<file path="config.mk">
export PLATFORM = sky130hd
export DESIGN_NAME = sa_operand_sequencer
export DESIGN_NICKNAME = d
export VERILOG_FILES = /design/src/rtl/sa_operand_sequencer.sv
export SDC_FILE = /design/constraint.sdc
export NUM_CORES = 1
export LEC_CHECK = 0
export BUFFER_PORTS_ARGS = -buffer_cell sky130_fd_sc_hd__buf_2
export CAP_MARGIN = 10
export CORE_AREA = 8 8 186 188
export DETAILED_ROUTE_END_ITERATION = 12
export DIE_AREA = 0 0 194 196
export PLACE_DENSITY = 0.37
export SYNTH_ARGS = -nofsm -noshare
export SYNTH_HDL_FRONTEND = slang
export SYNTH_SLANG_ARGS = --single-unit
</file>
<file path="constraint.sdc">
create_clock -name clk -period 10.72 [get_ports clk]
set_clock_uncertainty 0.05 [all_clocks]
set_input_delay 2.144 -clock clk [delete_from_list [all_inputs] [get_ports clk]]
set_output_delay 2.144 -clock clk [all_outputs]
set_load 0.02 [all_outputs]
</file>
<file path="src/rtl/sa_operand_sequencer.sv">
// Operand sequencer for the bit-level systolic array.
//
// Buffers two N x N bit matrices (A, B) loaded one row word at a time. On start it
// streams both matrices into the array with a diagonal skew, flushes the array with
// zeros, then sweeps readout and forwards the N result rows (row N-1 first).
//
// Ports:
//   clk, reset        clock (rising edge), asynchronous active-high reset
//   ld_valid/ld_ready load handshake; ld_sel picks the bank (0 = A, 1 = B),
//                     ld_data is the next row word of that bank
//   start, op_xor     run request; op_xor selects XOR (1) or OR (0) combine
//   busy, done        busy in FEED/READ; done pulses once after the last result row
//   sys_in1, sys_in2  skewed operand columns/rows to the array
//   sys_in_valid      high while feeding the array
//   readout, usexor   array readout sweep and combine mode
//   sa_out            array result row input
//   res_valid/res_data forwarded result row (res_data is zero when not valid)
module sa_operand_sequencer #(
    parameter int unsigned N = 8
) (
    input  logic         clk,
    input  logic         reset,
    input  logic         ld_valid,
    output logic         ld_ready,
    input  logic         ld_sel,
    input  logic [N-1:0] ld_data,
    input  logic         start,
    input  logic         op_xor,
    output logic         busy,
    output logic         done,
    output logic [N-1:0] sys_in1,
    output logic [N-1:0] sys_in2,
    output logic         sys_in_valid,
    output logic         readout,
    output logic         usexor,
    input  logic [N-1:0] sa_out,
    output logic         res_valid,
    output logic [N-1:0] res_data
);

    localparam int unsigned IW = (N > 1) ? $clog2(N) : 1;
    localparam int unsigned KW = $clog2(N + 1);
    localparam int unsigned CW = $clog2(3 * N);

    localparam logic [KW-1:0] BankFull = KW'(N);
    localparam logic [CW-1:0] FeedLast = CW'(3 * N - 2);
    localparam logic [CW-1:0] ReadLast = CW'(N);

    typedef enum logic [1:0] {StIdle, StFeed, StRead} state_e;

    state_e        state_q, state_d;
    logic [CW-1:0] cnt_q, cnt_d;
    logic [KW-1:0] a_cnt_q, b_cnt_q;
    logic [N-1:0]  a_bank_q [N];
    logic [N-1:0]  b_bank_q [N];
    logic [N-1:0]  sys_in1_q, sys_in1_d;
    logic [N-1:0]  sys_in2_q, sys_in2_d;
    logic          usexor_q;
    logic          done_q;
    logic          ld_fire;
    logic          start_fire;
    logic          read_last;
    int            skew_k;

    always_comb begin
        ld_fire    = ld_valid && ld_ready;
        start_fire = start && (state_q == StIdle) &&
                     (a_cnt_q == BankFull) && (b_cnt_q == BankFull);
        read_last  = (state_q == StRead) && (cnt_q == ReadLast);
    end

    // State register
    always_ff @(posedge clk or posedge reset) begin
        if (reset) begin
            state_q <= StIdle;
            cnt_q   <= '0;
        end else begin
            state_q <= state_d;
            cnt_q   <= cnt_d;
        end
    end

    // Next-state logic; cnt is t in FEED and r in READ
    always_comb begin
        state_d = state_q;
        cnt_d   = cnt_q;
        case (state_q)
            StIdle: begin
                if (start_fire) begin
                    state_d = StFeed;
                    cnt_d   = '0;
                end
            end
            StFeed: begin
                if (cnt_q == FeedLast) begin
                    state_d = StRead;
                    cnt_d   = '0;
                end else begin
                    cnt_d = cnt_q + CW'(1);
                end
            end
            StRead: begin
                if (cnt_q == ReadLast) begin
                    state_d = StIdle;
                    cnt_d   = '0;
                end else begin
                    cnt_d = cnt_q + CW'(1);
                end
            end
            default: begin
                state_d = StIdle;
                cnt_d   = '0;
            end
        endcase
    end

    // Skewed operands for the coming cycle: lane j carries word (t - j) of its bank.
    // Computed from the next-state count so the registered value lines up with t.
    always_comb begin
        sys_in1_d = '0;
        sys_in2_d = '0;
        skew_k    = 0;
        if (state_d == StFeed) begin
            for (int j = 0; j < int'(N); j++) begin
                skew_k = int'(cnt_d) - j;
                if (skew_k >= 0 && skew_k < int'(N)) begin
                    sys_in1_d[j] = a_bank_q[skew_k[IW-1:0]][j];
                    sys_in2_d[j] = b_bank_q[skew_k[IW-1:0]][j];
                end
            end
        end
    end

    // Output logic
    always_comb begin
        busy         = (state_q != StIdle);
        sys_in_valid = (state_q == StFeed);
        readout      = (state_q == StRead);
        res_valid    = (state_q == StRead) && (cnt_q != '0);
        res_data     = res_valid ? sa_out : '0;
        ld_ready     = (state_q == StIdle) &&
                       (ld_sel ? (b_cnt_q < BankFull) : (a_cnt_q < BankFull));
        done         = done_q;
        usexor       = usexor_q;
        sys_in1      = sys_in1_q;
        sys_in2      = sys_in2_q;
    end

    // Banks, counters and registered array controls
    always_ff @(posedge clk or posedge reset) begin
        if (reset) begin
            for (int i = 0; i < int'(N); i++) begin
                a_bank_q[i] <= '0;
                b_bank_q[i] <= '0;
            end
            a_cnt_q   <= '0;
            b_cnt_q   <= '0;
            usexor_q  <= 1'b0;
            done_q    <= 1'b0;
            sys_in1_q <= '0;
            sys_in2_q <= '0;
        end else begin
            if (ld_fire) begin
                if (ld_sel) begin
                    b_bank_q[b_cnt_q[IW-1:0]] <= ld_data;
                    b_cnt_q                   <= b_cnt_q + KW'(1);
                end else begin
                    a_bank_q[a_cnt_q[IW-1:0]] <= ld_data;
                    a_cnt_q                   <= a_cnt_q + KW'(1);
                end
            end
            if (start_fire) begin
                usexor_q <= op_xor;
            end
            // Every operation needs a full reload; contents are simply overwritten.
            if (read_last) begin
                a_cnt_q <= '0;
                b_cnt_q <= '0;
            end
            done_q    <= read_last;
            sys_in1_q <= sys_in1_d;
            sys_in2_q <= sys_in2_d;
        end
    end

endmodule

</file>
==> metrics.md <==
| Metric | Value |
|---|---|
| Worst VDD drop | about 0.00013 V |
| FMAX | 200.6 MHz |
| Share of cells above drive strength 1 | 40.71% |
| Synth top area cells | dfrtp_1 (51%), mux2_2 (18%), mux4_2 (6.9%) |
| Hold_buf cts | 0 |
| Syn_area_per_cell | 13.40 µm² |
| Seq cells post-synth | 161 |
| Global route hottest layer | met2 |
| Total placed cells including tap cells | 1,027 |
| Total track usage | 12.14% |
| GRT met1 Usage | between 15 and 20% |
| Dpl cell area | between 8000 and 9000 µm² |
| Top-Level Pins | 53 |
| Row count | 66 |
| Crit path required time | approximately 11 ns |
| Post-route design area | 9126 µm² |
| CTS tree | built |
| Synthesized Nets | between 600 and 700 |
| GRT Residual Overflow | 0 |
| H-tree depth | 4 |
| DRT Pass-1 Iters | 5 |
| Worst Hold Class | flop to flop |
| Initial drt markers | approximately 300 |
| Async S/R FF share, synth | 100.0% |
| CORE AREA | 31,880 µm² |
| Switching Fraction | 40.71% |
| Die area | 38,020 µm² |
| # port buffers | 52 |
| Post-layout util | 28.63% |
| Vias | 4,880 |
| CP Class | primary input to flop |
| Hold_sp | b_bank_q[32] |
| Pwr Total | between 2000 and 2500 µW |
| Met3 GRT Util | about 3.1% |
| YS warnings | 0 |
| Least-Margin Pin Slew | 0.9423 ns |
| Hpwl dp | 14.42 mm |
| Post-synth EDFFs | 0 |
| CP Launch Type | primary input |
| Met2 Usage GRT | about a fifth |
| Slew headroom | 37.00% |
| Post-cts resize count | 0 |
| Layout area overhead | 16.63% |
| CTS clk-pin slew, worst paths | 0.06 ns |
| Synthesized netlist cell count | 584 |
| Setup TNS | 0 ns |
| Antenna viol nets, final | 0 |
| NetSw | around 940 µW |
| Routability cong. | 0.7175 |
| Setup violations, final | 0 |
| Part of the power in registers | 30.1% |
| Commonest cells after routing, fill and taps aside | dfrtp_1 (161), mux2_2 (127), buf_2 (52), nand2_1 (31), mux4_2 (24) |
| First-pass GRT wire length | between 30 and 40 mm |
| Static leakage | 0.004321 µW |
| Antenna cell count | 0 |
| Post-CTS Setup Bufs | 0 |
| Final min period | between 4 and 5 ns |
| Final nets | 679 |
| Largest net degree at the start of global routing | 99 |
| Top-area cell type share of the netlist area | between 50% and 60% |
| Total Routed Length | 22.04 mm |
| Clock power share | between 20% and 30% |
| Die width | 194 µm |
| Starting Density | 24.55% |
| P_int | roughly 1400 µW |
| Synthesized cell area | 7825 µm² |
| Yosys cell types | 59 |
| Reg2reg start | cnt_q[0] |
| Arr. time, crit path | 5.22 ns |
| # fillers | around 3,200 |
| Number of remaining DRC errors | 0 |
| Num Clock Sinks | 161 |
| CTS Buf Count | 17 |
| Seq/Total Area, Yosys | 51.49% |
| Tcrit/Tclk final | between 40% and 50% |
| Critical path fanouts, max | 42 |
| Die H | just under 200 µm |
| Combinational power share | 44.2% |
| Power per cell area | 253.7 nW/µm² |
| Crit. End Element | flop |
| Clk Tree Root Cell | clkbuf_16 |
| Largest area contributor in the netlist | dfrtp_1 |
| RSZ-0062 raised after global routing | false |
| Post-Layout Cell Count | 1,059 |
| R2R Setup Slk | 6.82 ns |
| Initial antenna violation count | 0 |
| Max_cap viols | 0 |
| Most common cell after layout, fill and taps aside | dfrtp_1 |
| Top_reg_cell synth | dfrtp_1 |
| Status | completed |
| Clk buf depth | 2 |
| Vias in the first global route | 5,379 |
| Final slew viol count | 0 |
| Count of final hold-check violations | 0 |
| Vias per inst | 4.608 |
| Average wire per standard cell | 20.81 µm |
| Clock Latency Late Sink | 0.43 ns |
| Crit path launch | start |
[sequential cells by signal, summed over array words and instances (netlist names)]
register / cells
a_bank_q: 64
a_cnt_q: 4
b_bank_q: 64
b_cnt_q: 4
cnt_q: 5
done: 1
state_q: 2
sys_in1: 8
sys_in2: 8
usexor: 1
[synth_stat cells (5+ instances only)]
master      n
ha_1       19
and2_1      8
mux2_2    127
o21ai_0    15
buf_2       6
inv_1      19
dfrtp_1   161
nor3_1      7
mux4_2     24
a21oi_1    22
nand2_1    31
mux2i_1    11
nor2_1     17
clkbuf_1   16
xnor2_1     9
a32oi_1     5
nand3_1    18
[layer usage]
metal  part of all wire [%]  routed length, µm  vias up
met4                    2.9                640        0
met3                    4.3                946       27
met1                     45              10030     2512
met5                      0                  0        -
li1                       -                  -     2245
met2                     47              10430       96
[cells by family (layout without fill, tap and decap cells)]
| logic type | after synthesis | after routing | synth area share (%) |
|---|---|---|---|
| flip-flops | 161 | 161 | 51.49 |
| adder cells (fa/ha/maj) | 19 | 19 | 3.038 |
| XOR/XNOR | 11 | 11 | 1.231 |
| multiplexers | 165 | 165 | 27.17 |
| AND/OR/NAND/NOR | 105 | 105 | 7.259 |
| buffers and inverters | 50 | 117 | 2.830 |
| AO/OA/AOI/OAI | 73 | 73 | 6.988 |
[area by class of cell]
cell class,count,area [µm²],share of cell area [%]
clock inverters,8,77.57,0.8500
well taps,408,510.5,5.594
multi-input cells,373,3577,39.20
flip-flops and latches,161,4029,44.15
inverters,22,87.58,0.9597
repair buffers,63,342.8,3.757
clock buffers,24,501.7,5.498
[critical path: stages]
cell and delay [ns]:
buf_2 0.08, or3b_4 0.39, o21ai_2 0.25, mux2i_4 0.10
buf_4 0.32, ha_1 0.99, mux4_2 0.36, o21ai_0 0.08
a2111oi_0 0.47
[stage by stage]
step | hold WS (ns) | setup WS, ns
floorplan | 0.4095 | 4.178
global placement | 0.4329 | 5.468
detailed placement | 0.4377 | 5.269
CTS | 0.4514 | 5.707
global route | 0.4650 | 5.570
finish | 0.4431 | 5.736
[power by group through the flow]
stage | clock network [µW] | logic, µW | registers (µW)
2_1_floorplan | 0 | 749 | 703
3_3_place_gp | 0 | 1040 | 706
3_5_place_dp | 0 | 1040 | 708
4_1_cts | 613 | 1050 | 696
5_1_grt | 637 | 1120 | 704
6_report | 595 | 1020 | 696
[final timing paths]
check,cells past startpoint,endpoint
max,9,sys_in2[3]
min,1,b_bank_q[32]
max reg2reg,10,sys_in2[3]
min reg2reg,1,b_bank_q[32]
max in group asynchronous,3,a_bank_q[40]
min in group asynchronous,2,b_bank_q[27]
(Power assumes the default switching activity.)
